[config.mk]
export PLATFORM = sky130hd
export DESIGN_NAME = piece_sched
export DESIGN_NICKNAME = d
export VERILOG_FILES = /design/src/rtl/piece_sched.sv
export SDC_FILE = /design/constraint.sdc
export NUM_CORES = 1
export LEC_CHECK = 0
export CAP_MARGIN = 20
export CORE_MARGIN = 10
export CORE_UTILIZATION = 54
export CTS_CLUSTER_DIAMETER = 150
export DETAILED_ROUTE_END_ITERATION = 10
export PLACE_DENSITY_LB_ADDON = 0.08
export RECOVER_POWER = 25
export SYNTH_ARGS = -nofsm -noshare
export SYNTH_HDL_FRONTEND = slang
export SYNTH_SLANG_ARGS = --single-unit
[constraint.sdc]
create_clock -name Clk -period 2.6 [get_ports Clk]
set_input_delay 0.39 -clock Clk [delete_from_list [all_inputs] [get_ports Clk]]
set_output_delay 0.39 -clock Clk [all_outputs]
set_load 0.02 [all_outputs]
[src/rtl/piece_sched.sv]
// piece_sched: sequencing controller for the active-piece write buffer and
// the collision checker. Arbitrates gravity against keyboard actions and runs
// one req/ack collision check at a time, then commits, locks or ends the game.
// Optional build macro: HARD_DROP_EN (keycode 0x2C drops the piece until it lands).
module piece_sched #(
  parameter int DROP_TICKS = 50,
  parameter int KEY_REPEAT = 8
) (
  input  logic       Clk,
  input  logic       Reset_n,
  input  logic       frame_tick,
  input  logic [7:0] keycode,
  input  logic       chk_ok,
  input  logic       chk_ack,
  input  logic       clear_done,
  output logic [2:0] state,
  output logic       chk_req,
  output logic [2:0] chk_op,
  output logic       commit,
  output logic       lock,
  output logic       swap_used,
  output logic       game_over
);

  localparam int GW = $clog2(DROP_TICKS + 1);
  localparam int RW = $clog2(KEY_REPEAT + 1);

  typedef enum logic [2:0] {
    ST_SPAWN = 3'b000, ST_IDLE  = 3'b001, ST_CHECK = 3'b010, ST_APPLY = 3'b011,
    ST_LOCK  = 3'b100, ST_CLEAR = 3'b101, ST_OVER  = 3'b110
  } state_e;

  localparam logic [2:0] OP_SPAWN = 3'd0;
  localparam logic [2:0] OP_LEFT  = 3'd1;
  localparam logic [2:0] OP_RIGHT = 3'd2;
  localparam logic [2:0] OP_DOWN  = 3'd3;
  localparam logic [2:0] OP_ROT   = 3'd4;
  localparam logic [2:0] OP_SWAP  = 3'd5;
  localparam logic [2:0] OP_HARD  = 3'd6;  // internal only, issued as DOWN checks

  // Map a keycode to {valid, op}; unknown codes are invalid.
  function automatic logic [3:0] key_decode(input logic [7:0] code);
    case (code)
      8'h04:   return {1'b1, OP_LEFT};
      8'h07:   return {1'b1, OP_RIGHT};
      8'h16:   return {1'b1, OP_DOWN};
      8'h1A:   return {1'b1, OP_ROT};
      8'h06:   return {1'b1, OP_SWAP};
`ifdef HARD_DROP_EN
      8'h2C:   return {1'b1, OP_HARD};
`endif
      default: return {1'b0, OP_SPAWN};
    endcase
  endfunction

  // Only lateral moves and soft drop auto-repeat while held.
  function automatic logic key_repeats(input logic [2:0] op);
    return (op == OP_LEFT) || (op == OP_RIGHT) || (op == OP_DOWN);
  endfunction

  state_e         state_q, state_d;
  logic [2:0]     op_q, op_d, pend_op_q, pend_op_d;
  logic           chk_req_q, commit_q, lock_q, swap_used_q, swap_used_d, game_over_q;
  logic           hard_q, hard_d, grav_pend_q, grav_pend_d, pend_q, pend_d;
  logic [GW-1:0]  grav_cnt_q, grav_cnt_d;
  logic [RW-1:0]  rep_cnt_q, rep_cnt_d;
  logic [7:0]     key_q;
  logic [3:0]     dec_s;
  logic           press_s, held_s, rep_hit_s, wrap_s, grav_clr_s, pend_clr_s;

  assign dec_s     = key_decode(keycode);
  assign press_s   = (keycode != key_q) && (keycode != 8'h00) && dec_s[3];
  assign held_s    = (keycode == key_q) && dec_s[3] && key_repeats(dec_s[2:0]);
  assign rep_hit_s = held_s && frame_tick && (rep_cnt_q == RW'(KEY_REPEAT - 1));

  // Main FSM: next state, check opcode and swap bookkeeping.
  always_comb begin
    state_d     = state_q;
    op_d        = op_q;
    swap_used_d = swap_used_q;
    hard_d      = hard_q;
    grav_clr_s  = 1'b0;
    pend_clr_s  = 1'b0;
    case (state_q)
      ST_SPAWN: begin
        state_d = ST_CHECK;
        op_d    = OP_SPAWN;
      end
      ST_IDLE: begin
        if (grav_pend_q) begin
          op_d       = OP_DOWN;
          grav_clr_s = 1'b1;
          state_d    = ST_CHECK;
        end else if (pend_q) begin
          pend_clr_s = 1'b1;
          if ((pend_op_q == OP_SWAP) && swap_used_q) begin
            state_d = ST_IDLE;
          end else if (pend_op_q == OP_HARD) begin
            op_d    = OP_DOWN;
            hard_d  = 1'b1;
            state_d = ST_CHECK;
          end else begin
            op_d    = pend_op_q;
            state_d = ST_CHECK;
          end
        end else begin
          state_d = ST_IDLE;
        end
      end
      ST_CHECK: begin
        if (!chk_ack) begin
          state_d = ST_CHECK;
        end else if (chk_ok) begin
          state_d = ST_APPLY;
        end else begin
          case (op_q)
            OP_SPAWN: state_d = ST_OVER;
            OP_DOWN: begin
              state_d = ST_LOCK;
              hard_d  = 1'b0;
`ifdef HARD_DROP_EN
              grav_clr_s = 1'b1;
`endif
            end
            default:  state_d = ST_IDLE;
          endcase
        end
      end
      ST_APPLY: begin
        if (op_q == OP_SWAP) begin
          swap_used_d = 1'b1;
          state_d     = ST_SPAWN;
        end else if (hard_q) begin
          state_d = ST_CHECK;
        end else begin
          state_d = ST_IDLE;
        end
      end
      ST_LOCK: begin
        swap_used_d = 1'b0;
        state_d     = ST_CLEAR;
      end
      ST_CLEAR: begin
        if (clear_done) state_d = ST_SPAWN;
        else            state_d = ST_CLEAR;
      end
      ST_OVER:  state_d = ST_OVER;
      default:  state_d = ST_SPAWN;
    endcase
  end

  // Gravity counter, key auto-repeat and the one-deep pending event latch.
  always_comb begin
    grav_cnt_d  = grav_cnt_q;
    grav_pend_d = grav_pend_q;
    rep_cnt_d   = rep_cnt_q;
    pend_d      = pend_q;
    pend_op_d   = pend_op_q;
    wrap_s      = 1'b0;
    if ((state_q != ST_OVER) && frame_tick) begin
      if (grav_cnt_q == GW'(DROP_TICKS - 1)) begin
        grav_cnt_d = '0;
        wrap_s     = 1'b1;
      end else begin
        grav_cnt_d = grav_cnt_q + GW'(1);
      end
    end else begin
      grav_cnt_d = grav_cnt_q;
    end
    if (grav_clr_s) grav_pend_d = 1'b0;
    else            grav_pend_d = grav_pend_q;
    if (wrap_s) grav_pend_d = 1'b1;
    else        grav_pend_d = grav_pend_d;
    // A committed DOWN of either source restarts the gravity period.
    if ((state_q == ST_APPLY) && (op_q == OP_DOWN)) begin
      grav_cnt_d  = '0;
      grav_pend_d = 1'b0;
    end else begin
      grav_cnt_d  = grav_cnt_d;
    end
    if (state_q == ST_OVER) begin
      rep_cnt_d = rep_cnt_q;
    end else if (press_s) begin
      rep_cnt_d = '0;
    end else if (held_s && frame_tick) begin
      if (rep_hit_s) rep_cnt_d = '0;
      else           rep_cnt_d = rep_cnt_q + RW'(1);
    end else begin
      rep_cnt_d = rep_cnt_q;
    end
    if (pend_clr_s) pend_d = 1'b0;
    else            pend_d = pend_q;
    // A newer event overwrites one not yet serviced.
    if ((state_q != ST_OVER) && (press_s || rep_hit_s)) begin
      pend_d    = 1'b1;
      pend_op_d = dec_s[2:0];
    end else begin
      pend_op_d = pend_op_q;
    end
  end

  // State and registered outputs, decoded from the next state.
  always_ff @(posedge Clk or negedge Reset_n) begin
    if (!Reset_n) begin
      state_q     <= ST_SPAWN;
      op_q        <= OP_SPAWN;
      chk_req_q   <= 1'b0;
      commit_q    <= 1'b0;
      lock_q      <= 1'b0;
      swap_used_q <= 1'b0;
      game_over_q <= 1'b0;
      hard_q      <= 1'b0;
      grav_cnt_q  <= '0;
      grav_pend_q <= 1'b0;
      rep_cnt_q   <= '0;
      pend_q      <= 1'b0;
      pend_op_q   <= OP_SPAWN;
      key_q       <= 8'h00;
    end else begin
      state_q     <= state_d;
      op_q        <= op_d;
      chk_req_q   <= (state_d == ST_CHECK);
      commit_q    <= (state_d == ST_APPLY);
      lock_q      <= (state_d == ST_LOCK);
      swap_used_q <= swap_used_d;
      game_over_q <= game_over_q || (state_d == ST_OVER);
      hard_q      <= hard_d;
      grav_cnt_q  <= grav_cnt_d;
      grav_pend_q <= grav_pend_d;
      rep_cnt_q   <= rep_cnt_d;
      pend_q      <= pend_d;
      pend_op_q   <= pend_op_d;
      key_q       <= keycode;
    end
  end

  assign state     = state_q;
  assign chk_req   = chk_req_q;
  assign chk_op    = op_q;
  assign commit    = commit_q;
  assign lock      = lock_q;
  assign swap_used = swap_used_q;
  assign game_over = game_over_q;

endmodule

==> results of run 1 <==
[layout make-up]
class | count | area [sq um]
Clock buffer | 7 | 45.0
Clock inverter | 1 | 5.00
Fill cell | 303 | 1110
Inverter | 12 | 45.0
Multi-Input combinational cell | 129 | 947
Sequential cell | 35 | 876
Tap cell | 46 | 57.6
Timing Repair Buffer | 30 | 282
[layout by cell type (no fill, tap or decap), types with 3 or more instances in the layout]
cell type	n
a21oi_1	6
a22o_1	4
and2_1	3
buf_4	5
clkbuf_1	3
clkbuf_4	5
clkdlybuf4s50_1	18
dfrtp_1	35
dlygate4sd3_1	6
ha_1	3
inv_1	12
nand2_1	10
nand3_1	3
nand4b_1	4
nor2_1	15
nor2b_1	3
nor3_1	6
nor4_4	3
o21ai_0	14
xor2_1	11
[power by group]
part	internal (mW)	switching, mW	total [mW]
Sequential	0.677	0.167	0.844
Combinational	0.302	0.353	0.654
Clock	0.105	0.184	0.289
[synthesized netlist by cell type, types with 2 or more instances]
| cell | count | area, sq um |
|---|---|---|
| a21o_1 | 2 | 15.0 |
| a21oi_1 | 6 | 30.0 |
| a22o_1 | 4 | 35.0 |
| a311oi_1 | 2 | 17.5 |
| a31o_2 | 2 | 17.5 |
| and2_1 | 3 | 18.8 |
| clkbuf_1 | 3 | 11.3 |
| dfrtp_1 | 35 | 876 |
| ha_1 | 3 | 37.5 |
| inv_1 | 12 | 45.0 |
| mux2_4 | 2 | 30.0 |
| mux2i_1 | 2 | 20.0 |
| nand2_1 | 10 | 37.5 |
| nand3_1 | 3 | 15.0 |
| nand3b_1 | 2 | 15.0 |
| nand4_1 | 2 | 12.5 |
| nand4b_1 | 4 | 35.0 |
| nor2_1 | 15 | 56.3 |
| nor2b_1 | 3 | 18.8 |
| nor3_1 | 6 | 30.0 |
| nor3b_1 | 2 | 15.0 |
| nor3b_2 | 2 | 25.0 |
| nor4_1 | 2 | 12.5 |
| nor4_4 | 3 | 63.8 |
| nor4b_1 | 2 | 17.5 |
| o211ai_1 | 2 | 15.0 |
| o21ai_0 | 14 | 70.1 |
| or3_1 | 2 | 12.5 |
| xor2_1 | 11 | 96.3 |
[worst paths after layout]
path	to	from
hold / removal	game_over	game_over
max in group asynchronous	key_q[7]	Reset_n
hold reg to reg	game_over	game_over
min in group asynchronous	swap_used	Reset_n
setup reg to reg	pend_op_q[0]	key_q[5]
setup / recovery	pend_op_q[0]	keycode[5]
[registers in the layout, summed over array words and instances, names as in the netlist]
register	cells
chk_op	3
chk_req	1
commit	1
game_over	1
grav_cnt_q	6
grav_pend_q	1
hard_q	1
key_q	8
lock	1
pend_op_q	3
pend_q	1
rep_cnt_q	4
state	3
swap_used	1
[routing by layer]
layer / track usage [%] / vias to the layer above
met1: 16.3 / 731
met2: 23.1 / 26
met3: 4.05 / 5
li1: - / 713
met5: 0 / -
met4: 6.99 / 0
[worst reg2reg max path, stage by stage, from the launching register on]
cell and delay, ns:
dfrtp_1 0.38, xor2_1 0.18, nor4_4 0.38, and2_2 0.24, a21oi_4 0.06, o21ai_4 0.22, mux2_4 0.32
[cell families (layout without fill, tap and decap cells)]
family          count (synthesis)  after routing  synth area share (%)
simple gates                   70             70                  25.0
xor+xnor                       11             11                  5.10
buf+inv                        16             50                  3.57
mux                             4              4                  2.65
flops                          35             35                  46.3
fa+ha+maj                       4              4                  2.52
compound gates                 40             40                  14.8
==> flow_summary.yaml, run 1 <==
layout:
  n_antenna_cell: 0
  final_cell_area_sq_um: 2260
  syn_to_final_growth_pct: 19.4
  final_cells: 260
  drive_gt1_share_pct: 12.6
  layout.nets: 230
  fin_util_pct: 67.1
detailed_routing:
  met2_length_um: 1990
  top_layer: "met4"
  firstDrtPassIters: 4
  drt.antenna.violating_nets: 0
  drc: 0
  wl_per_cell_um: 15.5
  drt-initial-drc-count: 115
  wl_met1_um: 1830
  drt_wl_total_um: 4040
  vias_per_cell: 5.67
  met3_length_um: 153
  via_count: 1475
placed_design:
  dp_slack_ns: 0.113
  post_dp_cell_area_sq_um: 2210
  gp_congestion: 0.896
  port_buffers: 24
  dp_cells: 252
  place_hpwl_um: 3020
sta:
  finalWorstSetupSlack_ns: 0.415
  fmax_mhz: 458
  setup_tns_ns: 0
  fin_crit_sh_pct: 84.1
  finClkSkew_ns: 0.00997
  period_minus_slack_ns: 2.19
  fin_hold_ws_ns: 0.491
  max_slew.worst_pin.slew_ns: 0.774
  final-setup-viol-count: 0
  slew_headroom_pct: 48.0
  slew_violations: 0
  rsz0062_at_grt: "false"
  finalHoldViolations: 0
logic_synthesis:
  synthFlopType: "dfrtp_1"
  ys_types: 48
  ys_seq_area_share_pct: 46.3
  avgSynthCellArea_sq_um: 10.5
  synth_edf_count: 0
  ys_seq_elements: 35
  synthCells: 180
  ys_warn_count: 0
  syn_nets: 197
  netlist_area_sq_um: 1890
  async_reset_ff_share_pct: 100
global_route:
  antenna_found_initial: 0
  overflow: 0
  track_usage_pct: 14.0
  grt_pass1_wl_um: 7000
  grt_max_degree: 36
  grt_pass1_vias: 1528
critical_path:
  crit_family: "buffers and inverters"
  worst-setup-path-type: "input pin to register"
  worst_setup_path_end_kind: "register"
  cp.arrival_ns: 2.42
  critPathBufInv: 1
  r2r_setup_slack_ns: 0.72
  crit_chain: "dlygate4sd3_1 -> xor2_1 -> nor4_4 -> and2_2 -> a21oi_4 -> o21ai_4 -> mux2_4"
  cpPeakStageDelay_ns: 0.62
  critPathSlowestCell: "dlygate4sd3_1"
  reg2reg_depth: 6
  crit_cells: 7
  cp-start-kind: "input pin"
  critPathMaxFanout: 6
  cp.required_ns: 2.83
power_and_ir_drop:
  power.density_nw_per_um2: 792
  total_power_mw: 1.79
  leakagePower_nw: 0.957
  vdd_drop_max_v: 0.000388
job:
  maxCapViolCount: 0
clock_tree:
  cts_setup_buffers: 0
  clockRootBuffer: "clkbuf_4"
  clk_latency_ns: 0.34
  clockBufferDepth: 2
  cts.clk_slew.worst_paths_ns: 0.11
  htreeDepth: 2
  cts_sinks: 35
  cts_hold_buf: 0
  cts_inserted_buffers: 5
  post_cts_resized: 0
  cts_tree: "yes"
worst_hold_path:
  hp-class: "register to register"
  hold_path_depth: 1
outcome:
  status: "finished clean"
floorplanning:
  io_pins: 25
  die_area_sq_um: 6270
  die_h_um: 79.2
  die_w_um: 79.2
  row_count: 21
  initial_utilization_pct: 56.2
  fp.coreArea_sq_um: 3360
No activity file was read; power rests on OpenSTA's default activity.
==> run 2: changes to the inputs <==
Settings changed: CORE_UTILIZATION 54 to 49.
Clock period 2.6 ns to 1.9 ns, I/O delays scaled along.
==> run 2 against run 1 <==
Effect of this change:
- combinational power rose by 44%
- design area is 8.0% higher
- die area increased by 7.6%
- register-to-register slack lost 0.66 ns
- critical path depth increased by 1
- first-iteration DRC count is 34% lower
- global-route usage shrank 0.47 points
- highest routed layer unchanged
- sequential cell count unchanged
- non-clock buffer count up 16
==> flow_summary.yaml, run 2 (same netlist as run 1, synthesis figures left out) <==
clock_tree:
  cts_sinks: 35
  htreeDepth: 2
  cts_hold_buf: 0
  clockRootBuffer: "clkbuf_8"
  cts.clk_slew.worst_paths_ns: 0.06
  clockBufferDepth: 2
  cts_inserted_buffers: 5
  clk_latency_ns: 0.28
  cts_tree: "yes"
worst_hold_path:
  hp-class: "input pin to register"
  hold_path_depth: 1
  min_from: "keycode[5]"
  min_to: "key_q[5]"
detailed_routing:
  drt.antenna.violating_nets: 0
  drt_wl_total_um: 4060
  via_count: 1513
  met2_length_um: 2090
  met3_length_um: 196
  wl_per_cell_um: 14.6
  wl_met1_um: 1680
  drt-initial-drc-count: 76
  firstDrtPassIters: 4
  drc: 0
  top_layer: "met4"
  vias_per_cell: 5.44
critical_path:
  cpPeakStageDelay_ns: 0.43
  cp-start-kind: "input pin"
  crit_chain: "clkdlybuf4s50_1 -> buf_4 -> nor4_4 -> o211ai_1 -> nand4_4 -> nor3_4 -> o21ai_4 -> mux2_4"
  critPathMaxFanout: 3
  cp.required_ns: 2.06
  r2r_setup_slack_ns: 0.06
  worst-setup-path-type: "input pin to register"
  reg2reg_depth: 6
  worst_setup_path_end_kind: "register"
  cp.arrival_ns: 2.03
  r2r_start: "key_q[5]"
  critPathSlowestCell: "clkdlybuf4s50_1"
  rr_endpoint: "pend_op_q[0]"
floorplanning:
  io_pins: 25
  row_count: 22
  fp.coreArea_sq_um: 3690
  die_h_um: 82.1
  die_w_um: 82.1
  initial_utilization_pct: 51.3
  die_area_sq_um: 6740
placed_design:
  gp_congestion: 0.858
  place_hpwl_um: 3040
  dp_slack_ns: -0.409
  dp_cells: 268
  port_buffers: 24
layout:
  final_common_cell: "dfrtp_1"
  multiInputGateArea_sq_um: 961
  nFillCells: 305
  final_cell_mix: "35 x dfrtp_1, 19 x buf_4, 17 x clkdlybuf4s50_1, 14 x nor2_1, 13 x o21ai_0"
  n_antenna_cell: 0
  top_regs: "key_q (8), grav_cnt_q (6), rep_cnt_q (4)"
  syn_to_final_growth_pct: 28.9
  drive_gt1_share_pct: 20.0
  final_cells: 278
  area.sequential_sq_um: 876
  regMostFlops: "key_q"
  largest_register_ffs: 8
  layout.nets: 246
global_route:
  antenna_found_initial: 0
  grt_pass1_vias: 1617
  overflow: 0
  track_usage_pct: 13.5
  grt_pass1_wl_um: 7240
  grt_max_degree: 36
sta:
  slew_headroom_pct: 43.1
  max_slew.worst_pin.slew_ns: 0.854
  finalWorstSetupSlack_ns: 0.0306
  finalHoldViolations: 0
  final-setup-viol-count: 0
  slew_violations: 0
  fmax_mhz: 535
  period_minus_slack_ns: 1.87
  finClkSkew_ns: 0.00568
  rsz0062_at_grt: "true"
  fin_crit_sh_pct: 98.4
outcome:
  status: "finished clean"
power_and_ir_drop:
  leakagePower_nw: 1.05
  vdd_drop_max_v: 0.000458
  power.density_nw_per_um2: 1090
job:
  maxCapViolCount: 0
==> run 2: changes by cell type in the layout (fill, tap and decap cells not counted), sizes merged <==
cell and delta:
dlygate4sd2 +6, clkinv -1, buf +15, clkdlybuf4s50 -1, dlygate4sd3 -5, clkbuf +2
==> run 2: cell type report <==
cell class	count	share of cell area, %
Multi-Input combinational cell	129	39.4
Sequential cell	35	35.9
Clock buffer	8	4.11
Tap cell	48	2.46
Inverter	12	1.85
Timing Repair Buffer	46	16.2
==> run 2: per-layer routing <==
metal | GRT usage, % | up-vias
li1 | - | 747
met4 | 5.95 | 0
met1 | 14.6 | 728
met3 | 3.78 | 9
met2 | 24.2 | 29
met5 | 0 | -
==> run 2: how the worst max path moves through the flow <==
stage / from / slack (ns) / cells past startpoint / end
after detailed placement: keycode[4] / -0.41 / 7 / pend_op_q[0]
after floorplan: key_q[5] / 0.13 / 6 / pend_op_q[0]
after CTS: keycode[6] / 0.009 / 8 / pend_op_q[0]
after global placement: keycode[0] / -0.31 / 7 / pend_op_q[0]
after global routing: keycode[7] / -0.05 / 9 / pend_op_q[2]
final: keycode[7] / 0.03 / 8 / pend_op_q[0]
==> run 2: timing repair <==
| item | CTS | global route |
|---|---|---|
| setup endpoints to repair | 8 | 8 |
| setup buffers | 1 | 1 |
| gates resized for setup | 9 | 3 |
| pin swaps | 7 | 5 |
==> run 2: critical path, delay by kind of cell <==
family / cells / cell delay [ns]
AND/OR/NAND/NOR: 3 / 0.43
buffers and inverters: 2 / 0.59
multiplexers: 1 / 0.32
AO/OA/AOI/OAI: 2 / 0.40
==> run 2: stage by stage <==
step	total power, mW	setup TNS [ns]	hold WS, ns	util (%)	area (sq um)
2_1_floorplan	1.71	0	-0.0106	-	1890
5_1_grt	2.87	-0.119	0.303	66.1	2440
3_3_place_gp	2.08	-2.31	0.449	62.9	2320
6_report	2.66	0	0.307	66.1	2440
4_1_cts	2.69	0	0.304	65.9	2430
3_5_place_dp	2.11	-2.84	0.457	62.9	2320
==> run 2: power breakdown <==
part / internal [mW] / switching (mW)
Sequential: 0.929 / 0.218
Clock: 0.330 / 0.241
Combinational: 0.447 / 0.496
